### config.mk
export PLATFORM = sky130hd
export DESIGN_NAME = adaptive_threshold
export DESIGN_NICKNAME = d
export VERILOG_FILES = /design/src/rtl/adaptive_threshold.sv
export SDC_FILE = /design/constraint.sdc
export NUM_CORES = 1
export LEC_CHECK = 0
export ABC_AREA = 1
export CAP_MARGIN = 20
export CELL_PAD_IN_SITES_DETAIL_PLACEMENT = 0
export CELL_PAD_IN_SITES_GLOBAL_PLACEMENT = 1
export CORE_ASPECT_RATIO = 1.2
export CORE_MARGIN = 5
export CORE_UTILIZATION = 52
export CTS_BUF_LIST = sky130_fd_sc_hd__clkbuf_8
export CTS_CLUSTER_DIAMETER = 150
export CTS_CLUSTER_SIZE = 25
export DETAILED_ROUTE_END_ITERATION = 16
export DONT_BUFFER_PORTS = 1
export GPL_TIMING_DRIVEN = 0
export PLACE_DENSITY_LB_ADDON = 0.1
export SETUP_SLACK_MARGIN = 0.2
export SYNTH_ARGS = -nofsm -noshare
export SYNTH_HDL_FRONTEND = slang
export SYNTH_SLANG_ARGS = --single-unit
### constraint.sdc
create_clock -name clock -period 3.3 [get_ports clock]
set_input_delay 0.825 -clock clock [delete_from_list [all_inputs] [get_ports clock]]
set_output_delay 0.825 -clock clock [all_outputs]
set_load 0.005 [all_outputs]
### src/rtl/adaptive_threshold.sv
// Adaptive threshold stage: raster-scans image and local-mean memories, writes 0/255 binary pixels.
// Optional macro ADAPTIVE_THRESHOLD_INVERT_EN inverts the foreground polarity (dark pixels become 255).
module adaptive_threshold #(
    parameter int WIDTH_BITS  = 8,
    parameter int HEIGHT_BITS = 8,
    parameter int WIDTH       = 2**WIDTH_BITS,
    parameter int HEIGHT      = 2**HEIGHT_BITS,
    parameter int OFFSET      = 2
) (
    input  logic                   clock,
    input  logic                   not_reset,
    input  logic                   iStart,
    output logic [WIDTH_BITS-1:0]  oReadCol,
    output logic [HEIGHT_BITS-1:0] oReadRow,
    input  logic [7:0]             iImageData,
    input  logic [7:0]             iMeanData,
    output logic [WIDTH_BITS-1:0]  oResultCol,
    output logic [HEIGHT_BITS-1:0] oResultRow,
    output logic [7:0]             oResultData,
    output logic                   oResultWren,
    output logic                   finished
);

    localparam int PW = WIDTH_BITS + HEIGHT_BITS;
    localparam logic [PW-1:0] LAST_POS = PW'(WIDTH * HEIGHT - 1);
    localparam logic [PW-1:0] POS_ZERO = PW'(0);
    localparam logic [PW-1:0] POS_ONE  = PW'(1);
    localparam logic signed [9:0] OFFSET_S = 10'(OFFSET);

    typedef enum logic [2:0] {
        IDLE  = 3'd0,
        RUN   = 3'd1,
        DRAIN = 3'd2,
        FLUSH = 3'd3,
        DONE  = 3'd4
    } state_t;

    state_t          state_r;
    state_t          next_state_s;
    logic [PW-1:0]   pos_r;
    logic [PW-1:0]   pos_next_s;
    logic            issue_valid_r;
    logic [PW-1:0]   issue_pos_r;
    logic [7:0]      pixel_s;

    // Threshold is kept 10-bit signed so a mean below OFFSET gives a negative threshold, never a wrap.
    function automatic logic [7:0] binarize(input logic [7:0] pixel, input logic [7:0] mean);
        logic signed [9:0] thr;
        logic signed [9:0] pix;
        logic              fg;
        thr = $signed({2'b00, mean}) - OFFSET_S;
        pix = $signed({2'b00, pixel});
`ifdef ADAPTIVE_THRESHOLD_INVERT_EN
        fg = (pix <= thr);
`else
        fg = (pix > thr);
`endif
        return fg ? 8'hFF : 8'h00;
    endfunction

    assign oReadCol = pos_r[WIDTH_BITS-1:0];
    assign oReadRow = pos_r[PW-1:WIDTH_BITS];
    assign pixel_s  = binarize(iImageData, iMeanData);

    // State and raster-position registers.
    always_ff @(posedge clock or negedge not_reset) begin
        if (!not_reset) begin
            state_r <= IDLE;
            pos_r   <= POS_ZERO;
        end else begin
            state_r <= next_state_s;
            pos_r   <= pos_next_s;
        end
    end

    // Next-state and next-position logic.
    always_comb begin
        next_state_s = state_r;
        pos_next_s   = pos_r;
        case (state_r)
            IDLE: begin
                pos_next_s = POS_ZERO;
                if (iStart) begin
                    next_state_s = RUN;
                end else begin
                    next_state_s = IDLE;
                end
            end
            RUN: begin
                if (pos_r == LAST_POS) begin
                    next_state_s = DRAIN;
                    pos_next_s   = pos_r;
                end else begin
                    next_state_s = RUN;
                    pos_next_s   = pos_r + POS_ONE;
                end
            end
            DRAIN:   next_state_s = FLUSH;
            FLUSH:   next_state_s = DONE;
            DONE:    next_state_s = DONE;
            default: begin
                next_state_s = IDLE;
                pos_next_s   = POS_ZERO;
            end
        endcase
    end

    // Tag each issued address so its data (one cycle later) can be matched with it.
    always_ff @(posedge clock or negedge not_reset) begin
        if (!not_reset) begin
            issue_valid_r <= 1'b0;
            issue_pos_r   <= POS_ZERO;
        end else begin
            issue_valid_r <= (state_r == RUN);
            issue_pos_r   <= pos_r;
        end
    end

    // Result write port; address and data hold their last values between writes.
    always_ff @(posedge clock or negedge not_reset) begin
        if (!not_reset) begin
            oResultCol  <= {WIDTH_BITS{1'b0}};
            oResultRow  <= {HEIGHT_BITS{1'b0}};
            oResultData <= 8'h00;
            oResultWren <= 1'b0;
        end else begin
            oResultWren <= issue_valid_r;
            if (issue_valid_r) begin
                oResultCol  <= issue_pos_r[WIDTH_BITS-1:0];
                oResultRow  <= issue_pos_r[PW-1:WIDTH_BITS];
                oResultData <= pixel_s;
            end
        end
    end

    // Completion flag, sticky until reset.
    always_ff @(posedge clock or negedge not_reset) begin
        if (!not_reset) begin
            finished <= 1'b0;
        end else begin
            finished <= (next_state_s == DONE);
        end
    end

endmodule
======== Yosys cells after proc, flatten, opt, wreduce, memory -nomap -nowiden ========
Index checks and enable logic that the tools add are counted.
W data, S select, Z words.
storage, ports and cells
  flip-flop bits (word level) ............. 62
  bits of input ports ..................... 19
  output and inout port bits .............. 42
  logic and storage cells ................. 30
cells by class
  add/sub/neg operators ................... 2
  $lt $le $gt $ge ......................... 1
  eq/ne operators ......................... 7
  multiplexer cells ....................... 6
  bitwise operators ....................... 1
  reductions and logical operators ........ 4
operator list
  kind                     count
  $pmux W16 S2             1
  $add A16 B1 Y16 const B  1
  $eq A16 B16 Y1 const B   1
  $mux W16                 1
  $pmux W3 S4              1
  $gt A9 B9 Y1             1
  $sub A8 B2 Y9 const B    1
  $mux W8                  1
  $eq A3 B2 Y1 const B     2
  $eq A3 B3 Y1 const B     2
  $eq A3 B1 Y1 const B     1
  $logic_not A3 Y1         1
  $reduce_or A3 Y1         1
  $mux W2                  1
  $ne A2 B2 Y1 const B     1
  $reduce_and A2 Y1        1
  $reduce_or A2 Y1         1
  $mux W1                  1
  $not A1 Y1               1

======== Depth between registers and ports, before layout ========
  word-level depth ........................ 4
  depth in mapped cells ................... 12

======== Worst setup path after synthesis ========
No wires, ideal clock.
  path kind ............................... input-to-reg
  from .................................... input port iMeanData[1]
  to ...................................... register oResultData[6]
  setup time .............................. 121 ps
  data arrival time ....................... 2058 ps
  slack ................................... 1120 ps
  cell stages on the path ................. 11
  path buffers ............................ 0
  path through ............................ inv_1 > ha_1 > nand2_1 > nor3_1 > xnor2_1 > ha_1 > and3_1 > nand2_1 > nand2_1 > nand2_1 > a21oi_1
between the ends
  word-level cells in the longest chain between the ends .. 3
ends and longest elaborated chain
  item                    line  text
  start: declaration      16    input logic [7:0] iMeanData,
  $sub A8 B2 Y9           51    thr = $signed({2'b00, mean}) - OFFSET_S;
  $gt A9 B9 Y1            56    fg = (pix > thr);
  $mux W8                 58    return fg ? 8'hFF : 8'h00;
  end signal: assignment  131   oResultData <= pixel_s;
  end: declaration        19    output logic [7:0] oResultData,
Every way passes these cells.
A chain may end at the register's enable or synchronous reset.

======== Worst setup path in the final report ========
Ends and elaborated chain as after synthesis.

==> qor.txt <==
TNS Setup: 0 ns
top post-synthesis cells by area: dfrtp_1, nand2_1, ha_1, nor2_1, nand3_1
core box area: 0.00487 mm2
worst min-delay path class: in -> async
Post-synth EDFFs: 0
DR vias: 1827
arrival time worst endpoint: 2.17 ns
RSZ-0062 raised after global routing: false
# rows: 28
P_leak: 1.35 nW
Max-slew headroom: 69.7%
Pwr Density: 427 mW/mm2
fraction of registers with async set or reset after synthesis: 100%
GRT Resource Usage Total: 16.9%
pin count of the biggest net entering global routing: 56
Post-CTS Setup Inserts: 0
RD Place Congestion: 0.844
post_cts resized: 0
Syn Nets: 323
Power Total: 0.00118 W
CTS tree: yes
sequential cell area fraction in the yosys report: 53.5%
worst-skew pair later-pin latency: 0.31 ns
Post-route DRC: 0
die footprint: 0.00646 mm2
die width: 74.2 um
Die Y: 87.1 um
Starting Density: 52.8%
routed len/inst: 14.1 um
share of layout cells above drive strength 1: 8.61%
post-route setup slack: 1.32 ns
final clock skew: 0.0111 ns
period utilization: 59.9%
max-slew violations: 0
worst path required time: 3.49 ns
via/cell ratio: 5.05
f_max: 506 MHz
post-synth top area share: 53.5%
hold_buf cts: 0
NumNets Final: 330
Setup CP Type: in -> reg
final setup fails: 0
r2r setup slk: 1.32 ns
Most used DFF post-synth: dfrtp_1
clock root buffer: clkbuf_8
R2R cell count: 10
CP Launch Type: primary input
vias in the first global route: 1729
Mapped Cells: 294
CTS clk-pin slew, worst paths: 0.10 ns
H-tree level count: 2
Core Util, Final: 56.7%
dpl hpwl: 3850 um
clock buffer depth: 2
area grow syn2layout: 7.39%
hold violation count in the final report: 0
most frequent cell after synthesis: nand2_1
Max IR drop VDD: 0.299 mV
register bit count reported by yosys: 55
Synth area leader: dfrtp_1
Routed WL: 5100 um
measured slew at the worst slew-check pin: 0.451 ns
critical path fanouts, max: 3
ant diodes: 0
Post-Syn Area: 0.00257 mm2
first-pass GRT wire length: 8360 um
max-cap violation count: 0
antenna violations before repair: 0
syn avg cell area: 8.75 um2
CTS buffer count: 5
grt ovf: 0
Worst Setup End Kind: flop
first-pass iteration count of the detailed router: 4
crit path time final: 1.98 ns
Top Ports: 61
post-route ant nets: 0
Syn. warnings: 0
initial DRC count: 74
status: completed
Post-synth top cells: nand2_1, dfrtp_1, nor2_1
port bufs: 0
Unique masters post-synth: 26
Setup WS pre-CTS: 0.989 ns
Clock Sinks: 55
## routing by layer
layer / vias to the layer above / global-route usage (%) / routed length [um]
li1: 950 / - / -
met1: 816 / 20.6 / 2110
met2: 51 / 27.7 / 2480
met3: 10 / 5.20 / 397
met4: 0 / 6.59 / 108
met5: - / 0 / 0
## layout by cell type, fill, tap and decap left out, drive strengths merged
cell	instances
nand2	108
dfrtp	55
nor2	23
inv	19
nand3	16
o21ai	16
ha	10
buf	10
xor2	8
clkbuf	8
nor3	6
nand4	5
o21bai	4
a21oi	4
xnor2	3
a31o	1
or2	1
clkinv	1
and3	1
a21o	1
clkinvlp	1
bufinv	1
## metrics by stage
stage	cell area [um2]	hold WS, ns	cells
after global placement	2650	0.361	354
after CTS	2760	0.181	362
after global routing	2760	0.173	362
after floorplan	2570	0.352	294
after detailed placement	2650	0.370	354
final	2760	0.200	362
## state kept, by name, indices dropped and copies added (netlist names)
signal         cells
finished           1
issue_pos_r       16
issue_valid_r      1
oResultCol         8
oResultData        1
oResultRow         8
oResultWren        1
pos_r             16
state_r            3
## area by class of cell
cell class / count / area, um2
flip-flops and latches: 55 / 1380
clock buffers: 5 / 68.8
fillers: 459 / 2110
well taps: 60 / 75.1
multi-input cells: 207 / 1030
inverters: 19 / 71.3
clock inverters: 3 / 46.3
plain buffers: 13 / 91.3
## final timing paths
path | end | start
max reg2reg | pos_r[12] | pos_r[0]
min in group clock | oResultWren | issue_valid_r
min | pos_r[10] | not_reset
min reg2reg | oResultWren | issue_valid_r
max | oResultData[6] | iMeanData[1]
max in group asynchronous | issue_pos_r[11] | not_reset
## cells by family after synthesis
group / count (synthesis) / synth area share (%)
XOR/XNOR: 11 / 3.75
buffers and inverters: 32 / 6.32
AO/OA/AOI/OAI: 26 / 5.98
flip-flops: 55 / 53.5
adder cells (fa/ha/maj): 10 / 4.86
AND/OR/NAND/NOR: 160 / 25.6
## worst max-delay path, stage by stage
cell and delay, ns:
inv_1 0.07, ha_1 0.18, nand2_1 0.09, nor3_1 0.19, xnor2_1 0.15, ha_1 0.25, and3_1 0.18, nand2_1 0.07
nand2_1 0.04, nand2_1 0.05, a21oi_1 0.05
## report_power, final
part | total (W) | switching [W] | internal, W
logic | 0.0000561 | 0.0000246 | 0.0000315
clock network | 0.000445 | 0.000216 | 0.000229
registers | 0.000680 | 0.00000436 | 0.000675
(Power assumes the default switching activity.)
